[config.mk]
export PLATFORM = sky130hd
export DESIGN_NAME = vga_sync_monitor
export DESIGN_NICKNAME = d
export VERILOG_FILES = /design/src/rtl/vga_sync_monitor.sv
export SDC_FILE = /design/constraint.sdc
export NUM_CORES = 1
export LEC_CHECK = 0
export CAP_MARGIN = 0
export CORE_MARGIN = 3
export CORE_UTILIZATION = 57
export DETAILED_ROUTE_END_ITERATION = 7
export PLACE_DENSITY_LB_ADDON = 0.3
export SETUP_SLACK_MARGIN = 0.02
export SYNTH_ARGS = -nofsm -noshare
export SYNTH_HDL_FRONTEND = slang
export SYNTH_SLANG_ARGS = --single-unit
[constraint.sdc]
create_clock -name vga_clk -period 3.5 [get_ports vga_clk]
set_clock_uncertainty 0.1 [all_clocks]
set_input_delay 0.7 -clock vga_clk [delete_from_list [all_inputs] [get_ports vga_clk]]
set_output_delay 0.7 -clock vga_clk [all_outputs]
set_load 0.005 [all_outputs]
[src/rtl/vga_sync_monitor.sv]
// Receive-side VGA timing monitor: recovers CoorX/CoorY from HS/VS/BLANK_n and checks line/frame timing.
// Optional VGA_MON_STATS_EN adds frame_cnt/err_cnt statistics outputs.
module vga_sync_monitor #(
    parameter int unsigned H_TOTAL     = 800,
    parameter int unsigned H_SYNC      = 96,
    parameter int unsigned H_ACTIVE    = 640,
    parameter int unsigned V_TOTAL     = 525,
    parameter int unsigned V_SYNC      = 2,
    parameter int unsigned V_ACTIVE    = 480,
    parameter int unsigned LOCK_FRAMES = 2
) (
    input  logic        vga_clk,
    input  logic        reset,
    input  logic        HS,
    input  logic        VS,
    input  logic        BLANK_n,
    output logic [10:0] CoorX,
    output logic [9:0]  CoorY,
    output logic        locked,
    output logic        line_err,
    output logic        frame_err,
    output logic [10:0] meas_h_total,
    output logic [9:0]  meas_v_total
`ifdef VGA_MON_STATS_EN
    ,
    output logic [15:0] frame_cnt,
    output logic [15:0] err_cnt
`endif
);

    localparam logic [10:0] H_TOTAL_W   = 11'(H_TOTAL);
    localparam logic [10:0] H_SYNC_W    = 11'(H_SYNC);
    localparam logic [10:0] H_ACTIVE_W  = 11'(H_ACTIVE);
    localparam logic [10:0] H_ACT_M1    = 11'(H_ACTIVE - 1);
    localparam logic [10:0] TIMEOUT_POS = 11'(2 * H_TOTAL - 1);
    localparam logic [9:0]  V_TOTAL_W   = 10'(V_TOTAL);
    localparam logic [9:0]  V_SYNC_W    = 10'(V_SYNC);
    localparam logic [9:0]  V_ACTIVE_W  = 10'(V_ACTIVE);
    localparam logic [9:0]  V_ACT_M1    = 10'(V_ACTIVE - 1);
    localparam logic [3:0]  LOCK_W      = 4'(LOCK_FRAMES);

    typedef enum logic [1:0] {
        SEARCH,
        MEASURE,
        LOCKED
    } state_t;

    state_t      state;
    state_t      state_next;

    logic        hs_q;
    logic        vs_q;
    logic        bl_q;
    logic        hs_q1;
    logic        vs_q1;
    logic        bl_q1;
    logic        hs_fall;
    logic        vs_fall;
    logic        bl_fall;

    logic [10:0] h_pos;
    logic [10:0] h_len;
    logic [10:0] hs_low;
    logic [10:0] x;
    logic [9:0]  v_pos;
    logic [9:0]  v_len;
    logic [9:0]  vs_low;
    logic [9:0]  y;

    logic        seen_hs;
    logic        frame_bad;
    logic        line_bad;
    logic        frame_good;
    logic        timeout;
    logic        frame_err_next;
    logic [3:0]  good_cnt;
    logic [3:0]  good_cnt_next;
    logic [3:0]  good_inc;

    always_ff @(posedge vga_clk) begin
        if (!reset) begin
            hs_q  <= 1'b0;
            vs_q  <= 1'b0;
            bl_q  <= 1'b0;
            hs_q1 <= 1'b0;
            vs_q1 <= 1'b0;
            bl_q1 <= 1'b0;
        end else begin
            hs_q  <= HS;
            vs_q  <= VS;
            bl_q  <= BLANK_n;
            hs_q1 <= hs_q;
            vs_q1 <= vs_q;
            bl_q1 <= bl_q;
        end
    end

    assign hs_fall = hs_q1 & ~hs_q;
    assign vs_fall = vs_q1 & ~vs_q;
    assign bl_fall = bl_q1 & ~bl_q;

    assign h_len = (h_pos == '1) ? h_pos : h_pos + 11'd1;
    assign v_len = (v_pos == '1) ? v_pos : v_pos + 10'd1;

    // h_pos saturates, so equality fires exactly once per loss of HS
    assign timeout = !hs_fall && (h_pos == TIMEOUT_POS);

    assign line_bad = hs_fall && seen_hs && (state != SEARCH) &&
                      !((h_len == H_TOTAL_W) && (hs_low == H_SYNC_W) &&
                        ((x == '0) || (x == H_ACTIVE_W)));

    // The line closing at this vs_fall still belongs to the frame being judged
    assign frame_good = !frame_bad && !line_bad &&
                        (v_len == V_TOTAL_W) && (vs_low == V_SYNC_W) && (y == V_ACTIVE_W);

    assign good_inc = good_cnt + 4'd1;

    always_ff @(posedge vga_clk) begin
        if (!reset) begin
            h_pos        <= '0;
            hs_low       <= '0;
            x            <= '0;
            v_pos        <= '0;
            vs_low       <= '0;
            y            <= '0;
            meas_h_total <= '0;
            meas_v_total <= '0;
        end else begin
            if (hs_fall) begin
                h_pos        <= '0;
                hs_low       <= 11'd1;
                x            <= '0;
                meas_h_total <= h_len;
            end else begin
                if (h_pos != '1) h_pos <= h_pos + 11'd1;
                if (!hs_q && hs_low != '1) hs_low <= hs_low + 11'd1;
                if (bl_q && x != '1) x <= x + 11'd1;
            end

            if (vs_fall) begin
                v_pos        <= '0;
                vs_low       <= {9'd0, hs_fall};
                y            <= '0;
                meas_v_total <= v_len;
            end else begin
                if (hs_fall && v_pos != '1) v_pos <= v_pos + 10'd1;
                if (hs_fall && !vs_q && vs_low != '1) vs_low <= vs_low + 10'd1;
                if (bl_fall && y != '1) y <= y + 10'd1;
            end
        end
    end

    always_ff @(posedge vga_clk) begin
        if (!reset) begin
            seen_hs   <= 1'b0;
            frame_bad <= 1'b0;
        end else begin
            // Leaving SEARCH on a combined HS/VS edge arms checking of the line it starts
            if (state == SEARCH && !vs_fall) seen_hs <= 1'b0;
            else if (hs_fall)                seen_hs <= 1'b1;

            if (vs_fall || state == SEARCH) frame_bad <= 1'b0;
            else if (line_bad)              frame_bad <= 1'b1;
        end
    end

    always_comb begin
        state_next     = state;
        good_cnt_next  = good_cnt;
        frame_err_next = 1'b0;
        if (timeout) begin
            state_next    = SEARCH;
            good_cnt_next = '0;
        end else begin
            case (state)
                SEARCH: begin
                    if (vs_fall) begin
                        state_next    = MEASURE;
                        good_cnt_next = '0;
                    end
                end
                MEASURE: begin
                    if (vs_fall) begin
                        if (frame_good) begin
                            if (good_inc >= LOCK_W) begin
                                state_next    = LOCKED;
                                good_cnt_next = '0;
                            end else begin
                                good_cnt_next = good_inc;
                            end
                        end else begin
                            good_cnt_next  = '0;
                            frame_err_next = 1'b1;
                        end
                    end
                end
                LOCKED: begin
                    if (vs_fall && !frame_good) begin
                        state_next     = MEASURE;
                        good_cnt_next  = '0;
                        frame_err_next = 1'b1;
                    end
                end
                default: begin
                    state_next    = SEARCH;
                    good_cnt_next = '0;
                end
            endcase
        end
    end

    always_ff @(posedge vga_clk) begin
        if (!reset) begin
            state     <= SEARCH;
            good_cnt  <= '0;
            locked    <= 1'b0;
            line_err  <= 1'b0;
            frame_err <= 1'b0;
            CoorX     <= H_ACTIVE_W;
            CoorY     <= V_ACTIVE_W;
        end else begin
            state     <= state_next;
            good_cnt  <= good_cnt_next;
            locked    <= (state == LOCKED) && !timeout;
            line_err  <= line_bad;
            frame_err <= frame_err_next;

            if (state == SEARCH || timeout || !bl_q) begin
                CoorX <= H_ACTIVE_W;
                CoorY <= V_ACTIVE_W;
            end else begin
                CoorX <= (x > H_ACT_M1) ? H_ACT_M1 : x;
                CoorY <= (y > V_ACT_M1) ? V_ACT_M1 : y;
            end
        end
    end

`ifdef VGA_MON_STATS_EN
    logic frame_checked;

    assign frame_checked = vs_fall && !timeout && (state != SEARCH);

    always_ff @(posedge vga_clk) begin
        if (!reset) begin
            frame_cnt <= '0;
            err_cnt   <= '0;
        end else begin
            if (frame_checked && frame_cnt != '1) frame_cnt <= frame_cnt + 16'd1;
            if (frame_err_next && err_cnt != '1) err_cnt <= err_cnt + 16'd1;
        end
    end
`endif

endmodule

==> report_table.html, run 1 <==
<table>
<tr><th>Metric</th><th>Value</th></tr>
<tr><th colspan="2">Logic synthesis</th></tr>
<tr><td>EDFF count, synth</td><td>0</td></tr>
<tr><td>Most used flip-flop cell after synthesis</td><td>dfxtp_1</td></tr>
<tr><td>Leading cell types by total area after synthesis</td><td>dfxtp_1 (44%), nor2_1 (6.1%), nand2_1 (4.2%), xor2_1 (3.6%), xnor2_1 (3.5%)</td></tr>
<tr><td>Register bit total from synthesis</td><td>122</td></tr>
<tr><td>Per-instance average area after synthesis</td><td>8.68 sq um</td></tr>
<tr><td>Number of distinct library cells after synthesis</td><td>69</td></tr>
<tr><td>Synth async-reset ratio</td><td>0</td></tr>
<tr><td>Most repeated cell in the gate-level netlist after synthesis</td><td>dfxtp_1</td></tr>
<tr><td>Count of mapped cells out of synthesis</td><td>642</td></tr>
<tr><td>Number of warnings issued by yosys</td><td>0</td></tr>
<tr><td>Cell accounting for the most synthesized area</td><td>dfxtp_1</td></tr>
<tr><td>Ranking of synthesized cells by instance count</td><td>dfxtp_1 (122), nor2_1 (91), nand2_1 (62)</td></tr>
<tr><td>Area fraction of the dominant cell type after synthesis</td><td>0.438</td></tr>
<tr><td>Area of the mapped netlist</td><td>0.00558 sq mm</td></tr>
<tr><td>Fraction of the yosys area taken by sequential cells</td><td>0.438</td></tr>
<tr><th colspan="2">CTS</th></tr>
<tr><td>Clock latency on the worst-skew pair</td><td>0.53 ns</td></tr>
<tr><td>Register clock-pin slew on the reported worst setup and hold paths</td><td>0.06 ns</td></tr>
<tr><td>Post-CTS setup buffer count</td><td>0</td></tr>
<tr><td>Sinks on the clock net</td><td>122</td></tr>
<tr><td>Number of cells upsized or downsized after cts</td><td>0</td></tr>
<tr><td>CTS root buf</td><td>clkbuf_8</td></tr>
<tr><td>TritonCTS clock tree</td><td>done</td></tr>
<tr><td># H-tree levels</td><td>4</td></tr>
<tr><td>CTS buffer count</td><td>17</td></tr>
<tr><td>CTS Hold Buffers Added</td><td>0</td></tr>
<tr><td>Deepest clock path buffer count</td><td>2</td></tr>
<tr><th colspan="2">Worst setup path</th></tr>
<tr><td>Buffering stage count on the worst path with inverters included</td><td>0</td></tr>
<tr><td>R2r startpoint</td><td>v_pos[0]</td></tr>
<tr><td>Critical Path Start Type</td><td>flop</td></tr>
<tr><td>Count of cell instances traversed by the critical path</td><td>9</td></tr>
<tr><td>Slowest stage cell, crit path</td><td>or3_1</td></tr>
<tr><td>Capture point of the worst reg-to-reg path</td><td>state[0]</td></tr>
<tr><td>Endpoint required time on the critical path</td><td>3.80 ns</td></tr>
<tr><td>Worst path top cell family by delay</td><td>simple AND/OR/NAND/NOR gates</td></tr>
<tr><td>Series of cell instances along the critical path</td><td>ha_1, nand3_1, or3_1, nor2_2, o2111ai_1, or3_4, o311a_1, nor3_1, a211oi_1</td></tr>
<tr><td>Critical Path End Type</td><td>flop</td></tr>
<tr><td>Reg2reg setup slack</td><td>0.42 ns</td></tr>
<tr><td>Timing endpoint of the critical path</td><td>state[0]</td></tr>
<tr><td>Length in cells of the worst reg-to-reg path</td><td>9</td></tr>
<tr><td>Kind of critical path</td><td>reg2reg</td></tr>
<tr><td>Maximum single-stage delay on the critical path</td><td>0.57 ns</td></tr>
<tr><td>Worst Path Max Fanout</td><td>10</td></tr>
<tr><td>Crit path arrival time</td><td>3.38 ns</td></tr>
<tr><td>Worst setup path startpoint</td><td>v_pos[0]</td></tr>
<tr><th colspan="2">Final layout</th></tr>
<tr><td>Fraction of final layout cells with drive strength greater than 1</td><td>0.0765</td></tr>
<tr><td>Fill cell instance count of the final layout</td><td>766</td></tr>
<tr><td>Area grow syn2layout</td><td>19.4%</td></tr>
<tr><td>Diode count</td><td>0</td></tr>
<tr><td>Final nets</td><td>702</td></tr>
<tr><th colspan="2">Detailed routing</th></tr>
<tr><td>Drt wl/cell</td><td>14.4 um</td></tr>
<tr><td>Met3 wire length</td><td>514 um</td></tr>
<tr><td>DR WL met2</td><td>5760 um</td></tr>
<tr><td>Count of antenna-violating nets left after detailed routing</td><td>0</td></tr>
<tr><td>Detailed-router iteration count before antenna repair</td><td>4</td></tr>
<tr><td>Via count of the routed design</td><td>4,586</td></tr>
<tr><td>Post-route met1 wirelength</td><td>5340 um</td></tr>
<tr><td>Highest metal layer used by the detailed router</td><td>met4</td></tr>
<tr><td>Initial detailed-routing violation count</td><td>207</td></tr>
<tr><td>Final wirelength</td><td>11,800 um</td></tr>
<tr><td>Post-detailed-route via-to-cell ratio</td><td>5.58</td></tr>
<tr><td>Drc violations</td><td>0</td></tr>
<tr><th colspan="2">Power and ir drop</th></tr>
<tr><td>Worst voltage drop across the vdd grid</td><td>0.528 mV</td></tr>
<tr><td>Power density relative to cell area</td><td>512 mW/mm^2</td></tr>
<tr><td>Static leakage power</td><td>0.00252 uW</td></tr>
<tr><th colspan="2">STA</th></tr>
<tr><td>Max Slew Vio Count</td><td>0</td></tr>
<tr><td>Number of hold violations in the final report</td><td>0</td></tr>
<tr><td>Worst slew margin relative to its limit</td><td>0.559</td></tr>
<tr><td>Highest clock frequency the design can meet</td><td>325 MHz</td></tr>
<tr><td>Setup TNS</td><td>0 ns</td></tr>
<tr><td>Min Tclk post-route</td><td>3.08 ns</td></tr>
<tr><td>Final worst-path setup slack</td><td>0.419 ns</td></tr>
<tr><td>Setup violators final</td><td>0</td></tr>
<tr><td>Setup repair after global routing missed its margin</td><td>no</td></tr>
<tr><td>Least-Margin Pin Slew</td><td>0.660 ns</td></tr>
<tr><td>Fraction of the cycle the final worst path needs</td><td>0.880</td></tr>
<tr><th colspan="2">Global routing</th></tr>
<tr><td>Final global-route overflow total</td><td>0</td></tr>
<tr><td>Via count of the first global-routing pass</td><td>4,511</td></tr>
<tr><td>Largest net degree at the start of global routing</td><td>34</td></tr>
<tr><td>Initial antenna violation count</td><td>0</td></tr>
<tr><td>Global-route wire length before repair</td><td>20,600 um</td></tr>
<tr><td>Global-route usage over all layers</td><td>0.229</td></tr>
<tr><th colspan="2">Placed design</th></tr>
<tr><td>Final weighted congestion of routability-driven global placement</td><td>0.878</td></tr>
<tr><td>Dpl hpwl</td><td>8260 um</td></tr>
<tr><td>PortBufs</td><td>49</td></tr>
<tr><td>Worst slack after detailed placement</td><td>0.456 ns</td></tr>
<tr><th colspan="2">Floorplanning</th></tr>
<tr><td>Std-Cell Core Area</td><td>0.00937 sq mm</td></tr>
<tr><td>Row count</td><td>35</td></tr>
<tr><td>Die ar.</td><td>0.0110 sq mm</td></tr>
<tr><td>Starting Density</td><td>0.595</td></tr>
<tr><td>Number of primary I/O pins</td><td>50</td></tr>
<tr><td>Die Wd</td><td>105 um</td></tr>
<tr><td>Die Y</td><td>105 um</td></tr>
<tr><th colspan="2">Min path</th></tr>
<tr><td>Hold Crit Class</td><td>reg2reg</td></tr>
<tr><th colspan="2">Status</th></tr>
<tr><td>Result of the run</td><td>complete, no violations</td></tr>
<tr><th colspan="2">Job</th></tr>
<tr><td>Number of maximum-capacitance violations</td><td>0</td></tr>
</table>
==> layout make-up <==
cell class / count / area, sq um / area share
clock inverters: 8 / 120 / 0.0180
inverters: 26 / 97.6 / 0.0147
multi-input cells: 460 / 2850 / 0.428
flip-flops and latches: 122 / 2440 / 0.367
repair buffers: 55 / 536 / 0.0805
clock buffers: 22 / 453 / 0.0681
well taps: 129 / 161 / 0.0243
==> registers in the layout, summed over array words and instances (netlist names), 11 cells and up <==
name	cells
hs_low	11
CoorX	11
meas_h_total	11
x	11
h_pos	11
==> metal layers <==
layer / vias up / global-route usage
met5: - / 0
met4: 0 / 0.0797
met3: 18 / 0.0673
met2: 102 / 0.388
met1: 2159 / 0.277
li1: 2307 / -
==> worst min-delay path by stage <==
stage / start / endpoint / slack (ns) / depth (start not counted)
2_1_floorplan: good_cnt[2] / good_cnt[2] / 0.33 / 2
3_3_place_gp: good_cnt[2] / good_cnt[2] / 0.34 / 2
3_5_place_dp: good_cnt[2] / good_cnt[2] / 0.35 / 2
4_1_cts: good_cnt[2] / good_cnt[2] / 0.36 / 2
5_1_grt: good_cnt[2] / good_cnt[2] / 0.39 / 2
6_report: good_cnt[2] / good_cnt[2] / 0.35 / 2
==> per-stage QoR <==
stage          instances  area [sq um]  utilization  power, uW  hold slack [ns]
5_1_grt              822          6660        0.710       3530            0.391
3_5_place_dp         792          6080        0.649       1740            0.348
4_1_cts              822          6660        0.710       3440            0.357
3_3_place_gp         792          6080        0.649       1730            0.343
6_report             822          6660        0.710       3410            0.354
2_1_floorplan        643          5580            -       1680            0.330
==> worst reg2reg max path, delay by kind of cell (launching register included) <==
family                     cells  cell delay, ns
and+or+nand+nor                5            1.43
DFF                            1            0.51
AOI/OAI and AO/OA              3            0.57
adders and majority gates      1            0.34
==> where the power goes <==
part,total [uW],switching (uW),internal [uW]
Sequential,1450,31.6,1420
Combinational,258,148,110
Clock,1690,585,1110
==> cells by family (layout without fill, tap and decap cells) <==
| group | after synthesis | after routing | synth area share |
|---|---|---|---|
| other cells | 1 | 2 | 0.000673 |
| compound gates | 102 | 102 | 0.131 |
| xor+xnor | 45 | 45 | 0.0707 |
| fa+ha+maj | 15 | 15 | 0.0337 |
| flops | 122 | 122 | 0.438 |
| simple gates | 289 | 289 | 0.261 |
| mux | 7 | 7 | 0.0126 |
| buf+inv | 61 | 111 | 0.0523 |
==> cell usage in the layout, fill, tap and decap left out, drive strengths merged, types with 4 or more instances in the layout <==
cell type	netlist	routed
o21ai	24	24
ha	15	15
nor2b	5	5
nor4	7	7
a21oi	26	26
dfxtp	122	122
nand2b	4	4
inv	26	26
nand4	17	17
or3	13	13
nand3	21	21
mux2i	7	7
nor2	92	92
buf	13	6
nand2	62	62
nor3	21	21
and2	13	13
a31oi	11	11
xor2	23	23
and4	5	5
and3	15	15
xnor2	22	22
clkbuf	22	22
o211a	9	9
clkdlybuf4s50	0	49
Note: power is estimated with default switching activity, not from simulation.
==> run 2, diff against run 1 <==
--- a/config.mk
+++ b/config.mk
@@ -5,9 +5,10 @@
 export SDC_FILE = /design/constraint.sdc
 export NUM_CORES = 1
 export LEC_CHECK = 0
+export ABC_AREA = 1
 export CAP_MARGIN = 0
 export CORE_MARGIN = 3
-export CORE_UTILIZATION = 57
+export CORE_UTILIZATION = 39
 export DETAILED_ROUTE_END_ITERATION = 7
 export PLACE_DENSITY_LB_ADDON = 0.3
 export SETUP_SLACK_MARGIN = 0.02
==> report_table.html, run 2 <==
<table>
<tr><th>Metric</th><th>Value</th></tr>
<tr><th colspan="2">Detailed routing</th></tr>
<tr><td>Count of antenna-violating nets left after detailed routing</td><td>0</td></tr>
<tr><td>Detailed-router iteration count before antenna repair</td><td>4</td></tr>
<tr><td>Initial detailed-routing violation count</td><td>238</td></tr>
<tr><td>Drt wl/cell</td><td>12.7 um</td></tr>
<tr><td>Final wirelength</td><td>12,600 um</td></tr>
<tr><td>Post-detailed-route via-to-cell ratio</td><td>4.80</td></tr>
<tr><td>Drc violations</td><td>0</td></tr>
<tr><td>Via count of the routed design</td><td>4,766</td></tr>
<tr><th colspan="2">Final layout</th></tr>
<tr><td>Most used cells in the layout excluding fill and tap cells</td><td>nand2_1 (136), dfxtp_1 (122), inv_1 (115)</td></tr>
<tr><td>Leading cell type in the layout, fill and taps excluded</td><td>nand2_1</td></tr>
<tr><td>Diode count</td><td>0</td></tr>
<tr><td>Final design utilization</td><td>0.505</td></tr>
<tr><td>Area grow syn2layout</td><td>24.0%</td></tr>
<tr><td>Final nets</td><td>825</td></tr>
<tr><td>Fraction of final layout cells with drive strength greater than 1</td><td>0.0894</td></tr>
<tr><th colspan="2">CTS</th></tr>
<tr><td>TritonCTS clock tree</td><td>done</td></tr>
<tr><td>CTS buffer count</td><td>17</td></tr>
<tr><td>Deepest clock path buffer count</td><td>2</td></tr>
<tr><td>CTS Hold Buffers Added</td><td>0</td></tr>
<tr><td>Clock latency on the worst-skew pair</td><td>0.42 ns</td></tr>
<tr><td>Register clock-pin slew on the reported worst setup and hold paths</td><td>0.05 ns</td></tr>
<tr><td>Number of cells upsized or downsized after cts</td><td>0</td></tr>
<tr><td>CTS root buf</td><td>clkbuf_16</td></tr>
<tr><td>Sinks on the clock net</td><td>122</td></tr>
<tr><td>Post-CTS setup buffer count</td><td>0</td></tr>
<tr><td># H-tree levels</td><td>4</td></tr>
<tr><th colspan="2">Global routing</th></tr>
<tr><td>Global-route usage over all layers</td><td>0.165</td></tr>
<tr><td>Largest net degree at the start of global routing</td><td>25</td></tr>
<tr><td>Final global-route overflow total</td><td>0</td></tr>
<tr><td>Via count of the first global-routing pass</td><td>4,504</td></tr>
<tr><td>Initial antenna violation count</td><td>0</td></tr>
<tr><td>Global-route wire length before repair</td><td>21,000 um</td></tr>
<tr><th colspan="2">STA</th></tr>
<tr><td>Setup TNS</td><td>0 ns</td></tr>
<tr><td>Number of hold violations in the final report</td><td>0</td></tr>
<tr><td>Fraction of the cycle the final worst path needs</td><td>0.714</td></tr>
<tr><td>Min Tclk post-route</td><td>2.50 ns</td></tr>
<tr><td>Worst slew margin relative to its limit</td><td>0.586</td></tr>
<tr><td>Highest clock frequency the design can meet</td><td>400 MHz</td></tr>
<tr><td>Max Slew Vio Count</td><td>0</td></tr>
<tr><td>Setup repair after global routing missed its margin</td><td>no</td></tr>
<tr><td>Setup violators final</td><td>0</td></tr>
<tr><td>Least-Margin Pin Slew</td><td>0.615 ns</td></tr>
<tr><th colspan="2">Worst setup path</th></tr>
<tr><td>Critical Path Start Type</td><td>flop</td></tr>
<tr><td>Series of cell instances along the critical path</td><td>ha_1, nand2_4, nor2_4, nand2_1, nor4_1, nor3_1, buf_4, inv_1, nor3_1</td></tr>
<tr><td>Critical Path End Type</td><td>flop</td></tr>
<tr><td>Crit path arrival time</td><td>2.68 ns</td></tr>
<tr><td>Maximum single-stage delay on the critical path</td><td>0.48 ns</td></tr>
<tr><td>Endpoint required time on the critical path</td><td>3.68 ns</td></tr>
<tr><td>R2r startpoint</td><td>h_pos[0]</td></tr>
<tr><td>Most used cell along the critical path</td><td>nor3_1</td></tr>
<tr><td>Slowest stage cell, crit path</td><td>nor4_1</td></tr>
<tr><td>Worst Path Max Fanout</td><td>13</td></tr>
<tr><td>Kind of critical path</td><td>reg2reg</td></tr>
<tr><td>Worst setup path startpoint</td><td>h_pos[0]</td></tr>
<tr><th colspan="2">Logic synthesis</th></tr>
<tr><td>Register bit total from synthesis</td><td>122</td></tr>
<tr><td>Ranking of synthesized cells by instance count</td><td>nand2_1 (136), dfxtp_1 (122), inv_1 (115)</td></tr>
<tr><td>Area fraction of the dominant cell type after synthesis</td><td>0.444</td></tr>
<tr><td>Per-instance average area after synthesis</td><td>7.44 sq um</td></tr>
<tr><td>Fraction of the yosys area taken by sequential cells</td><td>0.444</td></tr>
<tr><td>Count of mapped cells out of synthesis</td><td>740</td></tr>
<tr><td>Area of the mapped netlist</td><td>0.00551 sq mm</td></tr>
<tr><td>Number of distinct library cells after synthesis</td><td>40</td></tr>
<tr><td>Cell accounting for the most synthesized area</td><td>dfxtp_1</td></tr>
<tr><td>Most repeated cell in the gate-level netlist after synthesis</td><td>nand2_1</td></tr>
<tr><td>Leading cell types by total area after synthesis</td><td>dfxtp_1 (44%), nand2_1 (9.3%), inv_1 (7.8%), nor2_1 (6.0%), o21ai_0 (5.1%)</td></tr>
<tr><td>EDFF count, synth</td><td>0</td></tr>
<tr><td>Most used flip-flop cell after synthesis</td><td>dfxtp_1</td></tr>
<tr><td>Number of warnings issued by yosys</td><td>0</td></tr>
<tr><td>Synth async-reset ratio</td><td>0</td></tr>
<tr><th colspan="2">Job</th></tr>
<tr><td>Number of maximum-capacitance violations</td><td>0</td></tr>
<tr><th colspan="2">Floorplanning</th></tr>
<tr><td>Std-Cell Core Area</td><td>0.0135 sq mm</td></tr>
<tr><td>Starting Density</td><td>0.408</td></tr>
<tr><td>Number of primary I/O pins</td><td>50</td></tr>
<tr><td>Die Y</td><td>125 um</td></tr>
<tr><td>Row count</td><td>42</td></tr>
<tr><td>Die ar.</td><td>0.0156 sq mm</td></tr>
<tr><td>Die Wd</td><td>125 um</td></tr>
<tr><th colspan="2">Power and ir drop</th></tr>
<tr><td>Worst voltage drop across the vdd grid</td><td>0.407 mV</td></tr>
<tr><td>Static leakage power</td><td>0.00279 uW</td></tr>
<tr><td>Power density relative to cell area</td><td>517 mW/mm^2</td></tr>
<tr><th colspan="2">Status</th></tr>
<tr><td>Result of the run</td><td>complete, no violations</td></tr>
<tr><th colspan="2">Placed design</th></tr>
<tr><td>Final weighted congestion of routability-driven global placement</td><td>0.812</td></tr>
<tr><td>Dpl hpwl</td><td>9120 um</td></tr>
<tr><td>PortBufs</td><td>49</td></tr>
<tr><th colspan="2">Min path</th></tr>
<tr><td>Min-delay src</td><td>vs_q</td></tr>
<tr><td>Hold Crit Class</td><td>reg2reg</td></tr>
</table>
-- run 2: cell types whose count changed after synthesis, sizes merged, moves of 13 or more --
cell	previous run	this run
nand2	62	147
inv	26	119
and2	13	0
a21oi	26	53
xor2	23	7
or3	13	0
clkbuf	22	7
and3	15	0
xnor2	22	5
nand3	21	34
o21ai	24	59
-- run 2: metal layers --
metal,global-route usage,wire length (um)
met5,0,0
met4,0.0561,123
met3,0.0463,409
met2,0.281,6220
met1,0.200,5840
-- run 2: path summary, 6_finish.rpt --
| kind | endpoint | slack (ns) | cells after the start |
|---|---|---|---|
| worst max-delay path | CoorX[8] | 1.00 | 9 |
| worst min-delay path | vs_q1 | 0.35 | 2 |
| worst max register to register | CoorX[8] | 1.00 | 9 |
| worst min register to register | vs_q1 | 0.35 | 2 |
-- run 2: cell type report --
class / count / area, sq um
Inverter: 121 / 454
Tap cell: 176 / 220
Clock inverter: 12 / 149
Multi-Input combinational cell: 489 / 2580
Sequential cell: 122 / 2440
Clock buffer: 19 / 453
Fill cell: 1316 / 6680
Timing Repair Buffer: 54 / 528
-- run 2: critical path, delay by kind of cell, from the launching register on --
kind	cells	cell delay [ns]
simple gates	6	1.09
buf+inv	2	0.52
flops	1	0.39
fa+ha+maj	1	0.26
-- run 2: cell families (layout without fill, tap and decap cells) --
kind of cell	Yosys count	after routing	synth area share
and+or+nand+nor	326	326	0.280
buffers and inverters	130	206	0.0889
AOI/OAI and AO/OA	134	134	0.133
DFF	122	122	0.444
adders and majority gates	15	15	0.0341
other	1	2	0.000681
xor gates and xnor gates	12	12	0.0191
-- run 2: stage by stage --
step                worst slack (ns)  power [uW]  std cells  instance area (sq um)  hold WS, ns
finish                          1.00        3530        993                   6820        0.350
global route                   0.742        3670        993                   6820        0.376
CTS                            0.976        3560        993                   6820        0.353
detailed placement             0.712        1780        962                   6220        0.343
global placement               0.774        1780        962                   6220        0.339
floorplan                       1.47        1680        741                   5510        0.319
-- run 2: report_power, final --
group / internal, uW / switching (uW) / total [uW]
Sequential: 1440 / 33.9 / 1470
Combinational: 114 / 171 / 285
Clock: 1150 / 626 / 1770
Total: 2700 / 830 / 3530
